## src/rtl/cnn_pkg.sv

```systemverilog
// Shared constants and elaboration helpers for the CNN window datapath.
package cnn_pkg;

  localparam int CNN_DATA_W = 8;

  // Bit offset of window element (r,c) in a row-major KxK window.
  function automatic int win_off(input int r, input int c, input int k, input int dw);
    return (r * k + c) * dw;
  endfunction

  function automatic bit window_params_ok(input int k, input int stride, input int pad,
                                          input int pw);
    return (k % 2 == 1) && (k >= 1) && (k <= 7) && (pad >= 0) && (pad < k) &&
           (stride >= 1) && (stride <= k) && (pw >= k);
  endfunction

endpackage

```

## src/rtl/line_buffer_ram.sv

```systemverilog
// Column store for the K-1 previous rows: async read, write at the same address.
// The old word is returned while the new one is written, so one port serves both.
module line_buffer_ram #(
  parameter int DEPTH = 130,
  parameter int WIDTH = 16,
  parameter int AW    = 8
) (
  input  logic             clk,
  input  logic             we_i,
  input  logic [AW-1:0]    addr_i,
  input  logic [WIDTH-1:0] wdata_i,
  output logic [WIDTH-1:0] rdata_o
);

  logic [WIDTH-1:0] mem_q [DEPTH];

  assign rdata_o = mem_q[addr_i];

  always_ff @(posedge clk) begin
    if (we_i) begin
      mem_q[addr_i] <= wdata_i;
    end
  end

endmodule

```

## src/rtl/line_window_kxk.sv

```systemverilog
// Raster pixel stream to KxK windows with zero padding and stride; one-cycle latency,
// output register holds under out_ready=0 and stalls input via combinational in_ready.
module line_window_kxk
  import cnn_pkg::*;
#(
  parameter int DATA_W = CNN_DATA_W,
  parameter int IMG_W  = 128,
  parameter int IMG_H  = 128,
  parameter int K      = 3,
  parameter int STRIDE = 1,
  parameter int PAD    = K / 2
) (
  input  logic                    clk,
  input  logic                    rst_n,
  input  logic                    in_valid,
  input  logic [DATA_W-1:0]       in_data,
  output logic                    in_ready,
  output logic                    out_valid,
  input  logic                    out_ready,
  output logic [K*K*DATA_W-1:0]   out_window,
  output logic                    out_last
);

  localparam int PW     = IMG_W + 2 * PAD;
  localparam int PH     = IMG_H + 2 * PAD;
  localparam int CW     = $clog2(((PW > PH) ? PW : PH) + 1);
  localparam int LB_AW  = (PW > 1) ? $clog2(PW) : 1;
  localparam int SAFE_S = (STRIDE > 0) ? STRIDE : 1;

  localparam logic [CW-1:0] PAD_C   = CW'(PAD);
  localparam logic [CW-1:0] ROW_END = CW'(PAD + IMG_H);
  localparam logic [CW-1:0] COL_END = CW'(PAD + IMG_W);
  localparam logic [CW-1:0] PW_M1   = CW'(PW - 1);
  localparam logic [CW-1:0] PH_M1   = CW'(PH - 1);
  localparam logic [CW-1:0] KM1     = CW'(K - 1);
  localparam logic [CW-1:0] STR_M1  = CW'(SAFE_S - 1);
  localparam logic [CW-1:0] LAST_R  = CW'(PH - 1 - ((PH - K) % SAFE_S));
  localparam logic [CW-1:0] LAST_C  = CW'(PW - 1 - ((PW - K) % SAFE_S));

  generate
    if (!window_params_ok(K, STRIDE, PAD, PW)) begin : g_bad_params
      $error("line_window_kxk: illegal K/STRIDE/PAD/image size combination");
    end
  endgenerate

  logic [CW-1:0]           pr_q, pr_d, pc_q, pc_d;
  logic [CW-1:0]           rph_q, rph_d, cph_q, cph_d;
  logic [K*K*DATA_W-1:0]   win_q, win_sh;
  logic [K*K*DATA_W-1:0]   out_window_q, out_window_d;
  logic                    out_valid_q, out_valid_d, out_last_q, out_last_d;
  logic                    interior, can_adv, step, emit, col_wrap, row_wrap;
  logic [DATA_W-1:0]       pix;
  logic [K*DATA_W-1:0]     col;

  always_comb begin
    interior = (pr_q >= PAD_C) && (pr_q < ROW_END) && (pc_q >= PAD_C) && (pc_q < COL_END);
    can_adv  = !out_valid_q || out_ready;
    step     = can_adv && (!interior || in_valid);
    pix      = interior ? in_data : '0;
    emit     = (pr_q >= KM1) && (pc_q >= KM1) && (rph_q == '0) && (cph_q == '0);
    col_wrap = (pc_q == PW_M1);
    row_wrap = (pr_q == PH_M1);
  end

  // Column at pc: K-1 stored rows (oldest at bit 0) topped by the current pixel.
  generate
    if (K > 1) begin : g_lb
      logic [(K-1)*DATA_W-1:0] lb_rdata;
      line_buffer_ram #(
        .DEPTH (PW),
        .WIDTH ((K - 1) * DATA_W),
        .AW    (LB_AW)
      ) u_lb (
        .clk     (clk),
        .we_i    (step),
        .addr_i  (pc_q[LB_AW-1:0]),
        .wdata_i (col[K*DATA_W-1:DATA_W]),
        .rdata_o (lb_rdata)
      );
      assign col = {pix, lb_rdata};
    end else begin : g_no_lb
      assign col = pix;
    end
  endgenerate

  // Phase counters track (pos-(K-1)) % STRIDE without a divider.
  always_comb begin
    pr_d  = pr_q;
    pc_d  = pc_q;
    rph_d = rph_q;
    cph_d = cph_q;
    if (step) begin
      if (col_wrap) begin
        pc_d  = '0;
        cph_d = '0;
        if (row_wrap) begin
          pr_d  = '0;
          rph_d = '0;
        end else begin
          pr_d  = pr_q + 1'b1;
          rph_d = (pr_q < KM1 || rph_q == STR_M1) ? '0 : rph_q + 1'b1;
        end
      end else begin
        pc_d  = pc_q + 1'b1;
        cph_d = (pc_q < KM1 || cph_q == STR_M1) ? '0 : cph_q + 1'b1;
      end
    end
  end

  always_comb begin
    win_sh = win_q;
    for (int r = 0; r < K; r++) begin
      for (int c = 0; c < K; c++) begin
        if (c < K - 1) begin
          win_sh[win_off(r, c, K, DATA_W) +: DATA_W] = win_q[win_off(r, c + 1, K, DATA_W) +: DATA_W];
        end else begin
          win_sh[win_off(r, c, K, DATA_W) +: DATA_W] = col[r*DATA_W +: DATA_W];
        end
      end
    end
  end

  always_comb begin
    out_valid_d  = out_valid_q;
    out_last_d   = out_last_q;
    out_window_d = out_window_q;
    if (step && emit) begin
      out_valid_d  = 1'b1;
      out_last_d   = (pr_q == LAST_R) && (pc_q == LAST_C);
      out_window_d = win_sh;
    end else if (out_ready) begin
      out_valid_d  = 1'b0;
    end
  end

  always_ff @(posedge clk) begin
    if (!rst_n) begin
      pr_q         <= '0;
      pc_q         <= '0;
      rph_q        <= '0;
      cph_q        <= '0;
      win_q        <= '0;
      out_valid_q  <= 1'b0;
      out_last_q   <= 1'b0;
      out_window_q <= '0;
    end else begin
      pr_q         <= pr_d;
      pc_q         <= pc_d;
      rph_q        <= rph_d;
      cph_q        <= cph_d;
      if (step) win_q <= win_sh;
      out_valid_q  <= out_valid_d;
      out_last_q   <= out_last_d;
      out_window_q <= out_window_d;
    end
  end

  assign in_ready   = can_adv && interior;
  assign out_valid  = out_valid_q;
  assign out_last   = out_last_q;
  assign out_window = out_window_q;

endmodule
```

## config.mk

```make
export PLATFORM = sky130hd
export DESIGN_NAME = line_window_kxk
export DESIGN_NICKNAME = d
export VERILOG_FILES = /design/src/rtl/cnn_pkg.sv /design/src/rtl/line_buffer_ram.sv /design/src/rtl/line_window_kxk.sv
export SDC_FILE = /design/constraint.sdc
export NUM_CORES = 2
export LEC_CHECK = 0
export ABC_AREA = 1
export BUFFER_PORTS_ARGS = -buffer_cell sky130_fd_sc_hd__buf_2
export CAP_MARGIN = 5
export CORE_UTILIZATION = 60
export DETAILED_ROUTE_END_ITERATION = 6
export PLACE_DENSITY_LB_ADDON = 0.3
export SYNTH_ARGS = -nofsm -noshare
export SYNTH_HDL_FRONTEND = slang
export SYNTH_SLANG_ARGS = --single-unit
export TNS_END_PERCENT = 5
```

## constraint.sdc

```tcl
create_clock -name clk -period 8.9 [get_ports clk]
set_input_delay 1.335 -clock clk [delete_from_list [all_inputs] [get_ports clk]]
set_output_delay 1.335 -clock clk [all_outputs]
set_load 0.05 [all_outputs]
```

==> key figures <==
Floorplan
  • Row count: 141
  • Initial Util: 0.606
  • Ports: 87
  • Die H: 389 um
  • Die area: 151000 um^2
  • Core ar.: 148000 um^2
  • Die Span X: 389 um

Synthesis
  • Post-synth cell types: 38
  • Syn_nets: 7685
  • Cells after Synth: 7661
  • Top FF cell, synth: edfxtp_1
  • Share of the yosys chip area belonging to registers: 0.733
  • Synthesis Warnings: 0
  • Mapped Area: 89600 um^2
  • Mean Syn Cell Area: 11.7 um^2
  • Yosys top cell area share: 0.697
  • EDFF count, synth: 2080
  • Seq cells post-synth: 2242
  • Top post-synthesis cells by area: edfxtp_1 70%, nand3_1 12%, nand2_1 9.1%
  • Asr flop ratio synth: 0
  • Area leader, netlist: edfxtp_1

CTS
  • CTS tree: yes
  • CTS H-Tree Depth: 4
  • Post-CTS Resized: 0
  • Max clock buf depth: 3
  • Clock Pin Slew Worst Setup and Hold Paths: 0.06 ns
  • Sink Count: 2242
  • Cts bufs inserted: 215
  • Hold buffer count at cts: 0
  • Post-CTS setup buffers: 0
  • CTS root buffer: clkbuf_16
  • Clock latency on the worst-skew pair: 0.85 ns

Cells and area
  • Multi-input logic area: 21400 um^2
  • Reg area: 65700 um^2
  • Layout cells sized above 1: 0.0821
  • Design Area, Final: 99100 um^2
  • Most frequent cells in the layout: 2165 x nand2_1, 2082 x nand3_1, 2080 x edfxtp_1, 247 x nor2_1, 217 x clkbuf_16
  • Final nets: 7686
  • Area grow syn2layout: 10.6%
  • Fill cell count: 10300
  • Final cell count without fillers: 9773
  • Most common cell after layout, fill and taps aside: nand2_1

Setup path
  • Startpoint Class: flop
  • Critical path cell sequence: buf_4, buf_4, nand2_1, nand3_1, nand3_1, nand3_1, nand3_1, nand3_1, nand3_1, nand3_1, nand2_1, inv_4, buf_4
  • Worst EP required: 9.33 ns
  • Slowest-stage cell, CP: dfxtp_4
  • Crit-path leading delay family: buffers and inverters
  • Crit end category: flop
  • Sum of buffers and inverters on the critical path: 4
  • Most common cell on crit path: nand3_1
  • Arrival @ worst endpoint: 6.38 ns
  • Crit Path Class: flop to flop
  • Critical Path Max Stage Delay: 0.95 ns
  • Crit path max fanout: 93

Drt
  • Post-route ant nets: 0
  • Remaining DRCs: 0
  • Via Count: 61200
  • DRT iter0 DRCs: 8375
  • Total wire length: 248000 um
  • Via density per instance: 6.26
  • WL per Instance: 25.3 um
  • DR pass1 iterations: 6

GRT
  • Global Route met2 Usage: 0.502
  • First-pass GRT wire length: 366000 um
  • Vias in the first global route: 58600
  • Tot GR Track Use: 0.326
  • Pin count of the biggest net entering global routing: 179
  • Met1 Use GR: 0.439
  • GRT overflow: 0
  • Met3 usage: 0.0710
  • Initial antenna violation count: 2
  • GRT busiest layer: met2

STA
  • Setup TNS Final: 0 ns
  • Least-Margin Pin Slew: 1.38 ns
  • Unrepaired setup endpoints after global routing: no
  • Clock skew: 0.0792 ns
  • Fin worst setup slack: 2.95 ns
  • Hold Vio Cnt, Final: 0
  • Period utilization: 0.668
  • Fmax: 168 MHz
  • Tmin final: 5.95 ns
  • Relative slew slack: 0.0777
  • Final Setup Violations: 0
  • Slew Limit Fails: 0

Status
  • Status: finished, final reports clean

Placed design
  • Post-Place Cells: 9375
  • Post-DP Area: 92200 um^2
  • Dpl ws: 3.26 ns
  • DPL Wire Length: 132000 um
  • Port buffer count: 86
  • Gpl congestion: 0.896

Hold path
  • HP Class: flop to flop

Power
  • Power per cell area: 228 nW/um^2
  • Peak VDD IR: 176 uV
  • Leak Pwr: 35.5 nW

Flow run
  • Max-cap violations: 0
[power breakdown]
part	total [mW]	switching (mW)	internal, mW
combinational	1.84	1.43	0.406
sequential	11.8	0.0506	11.8
clock	8.99	3.88	5.10
total	22.6	5.37	17.3
[cell type report]
class	count	share of cell area
inverters	104	0.00444
multi-input cells	4801	0.216
diodes	1	0.0000252
clock buffers	281	0.0581
repair buffers	298	0.0222
clock inverters	116	0.0117
well taps	1930	0.0244
flip-flops and latches	2242	0.663
[registers in the layout (all words and copies together), names as in the netlist, named ones only]
| register | count |
|---|---|
| cph_q | 8 |
| g_lb.u_lb.mem_q | 2080 |
| out_last | 1 |
| out_valid | 1 |
| out_window | 72 |
| pc_q | 8 |
| pr_q | 8 |
| rph_q | 8 |
| win_q | 48 |
[per-layer routing]
layer,vias to the layer above,wire length (um)
met5,-,0
met4,0,13800
met3,671,29300
met2,3952,114000
met1,29500,90800
li1,27100,-
[per-stage QoR]
| step | hold slack [ns] | total power, mW | util |
|---|---|---|---|
| floorplan | 0.441 | 13.2 | - |
| global route | 0.462 | 23.2 | 0.670 |
| finish | 0.445 | 22.6 | 0.670 |
| detailed placement | 0.437 | 13.8 | 0.623 |
| CTS | 0.449 | 22.6 | 0.670 |
| global placement | 0.432 | 13.8 | 0.623 |
[cell usage after synthesis (3+ instances only)]
master       n
nor3_1      11
buf_6       11
nand2_1   2165
nor2_1     260
buf_4        4
xnor2_1      6
dfxtp_1    162
nand3_1   2082
nor3b_1      3
xor2_1      11
buf_2      148
inv_1       97
ha_1        12
edfxtp_1  2080
o21bai_1    16
nand4_1     14
inv_2        4
a211oi_1     9
buf_1      102
o21ai_1     15
a21oi_1     96
o21ai_0     86
clkbuf_1   249
[worst min-delay path, delay by kind of cell, from the launching register on]
kind                   cells  cell delay (ns)
flip-flops                 1             0.31
AO/OA/AOI/OAI              1             0.05
buffers and inverters      1             0.05
[logic make-up after synthesis]
group / after synthesis / synth area share
compound gates: 224 / 0.0134
xor+xnor: 17 / 0.00166
fa+ha+maj: 12 / 0.00167
buf+inv: 618 / 0.0291
flops: 2242 / 0.733
simple gates: 4548 / 0.221
[path summary, 6_finish.rpt]
path | startpoint | endpoint | slack (ns) | depth (start not counted)
worst max-delay path | flop | g_lb.u_lb.mem_q[57][5] | 2.95 | 13
worst min-delay path | out_window[9] | out_window[9] | 0.45 | 2
worst max register to register | flop | g_lb.u_lb.mem_q[57][5] | 2.95 | 13
worst min register to register | out_window[9] | out_window[9] | 0.45 | 2
(Power assumes the default switching activity.)
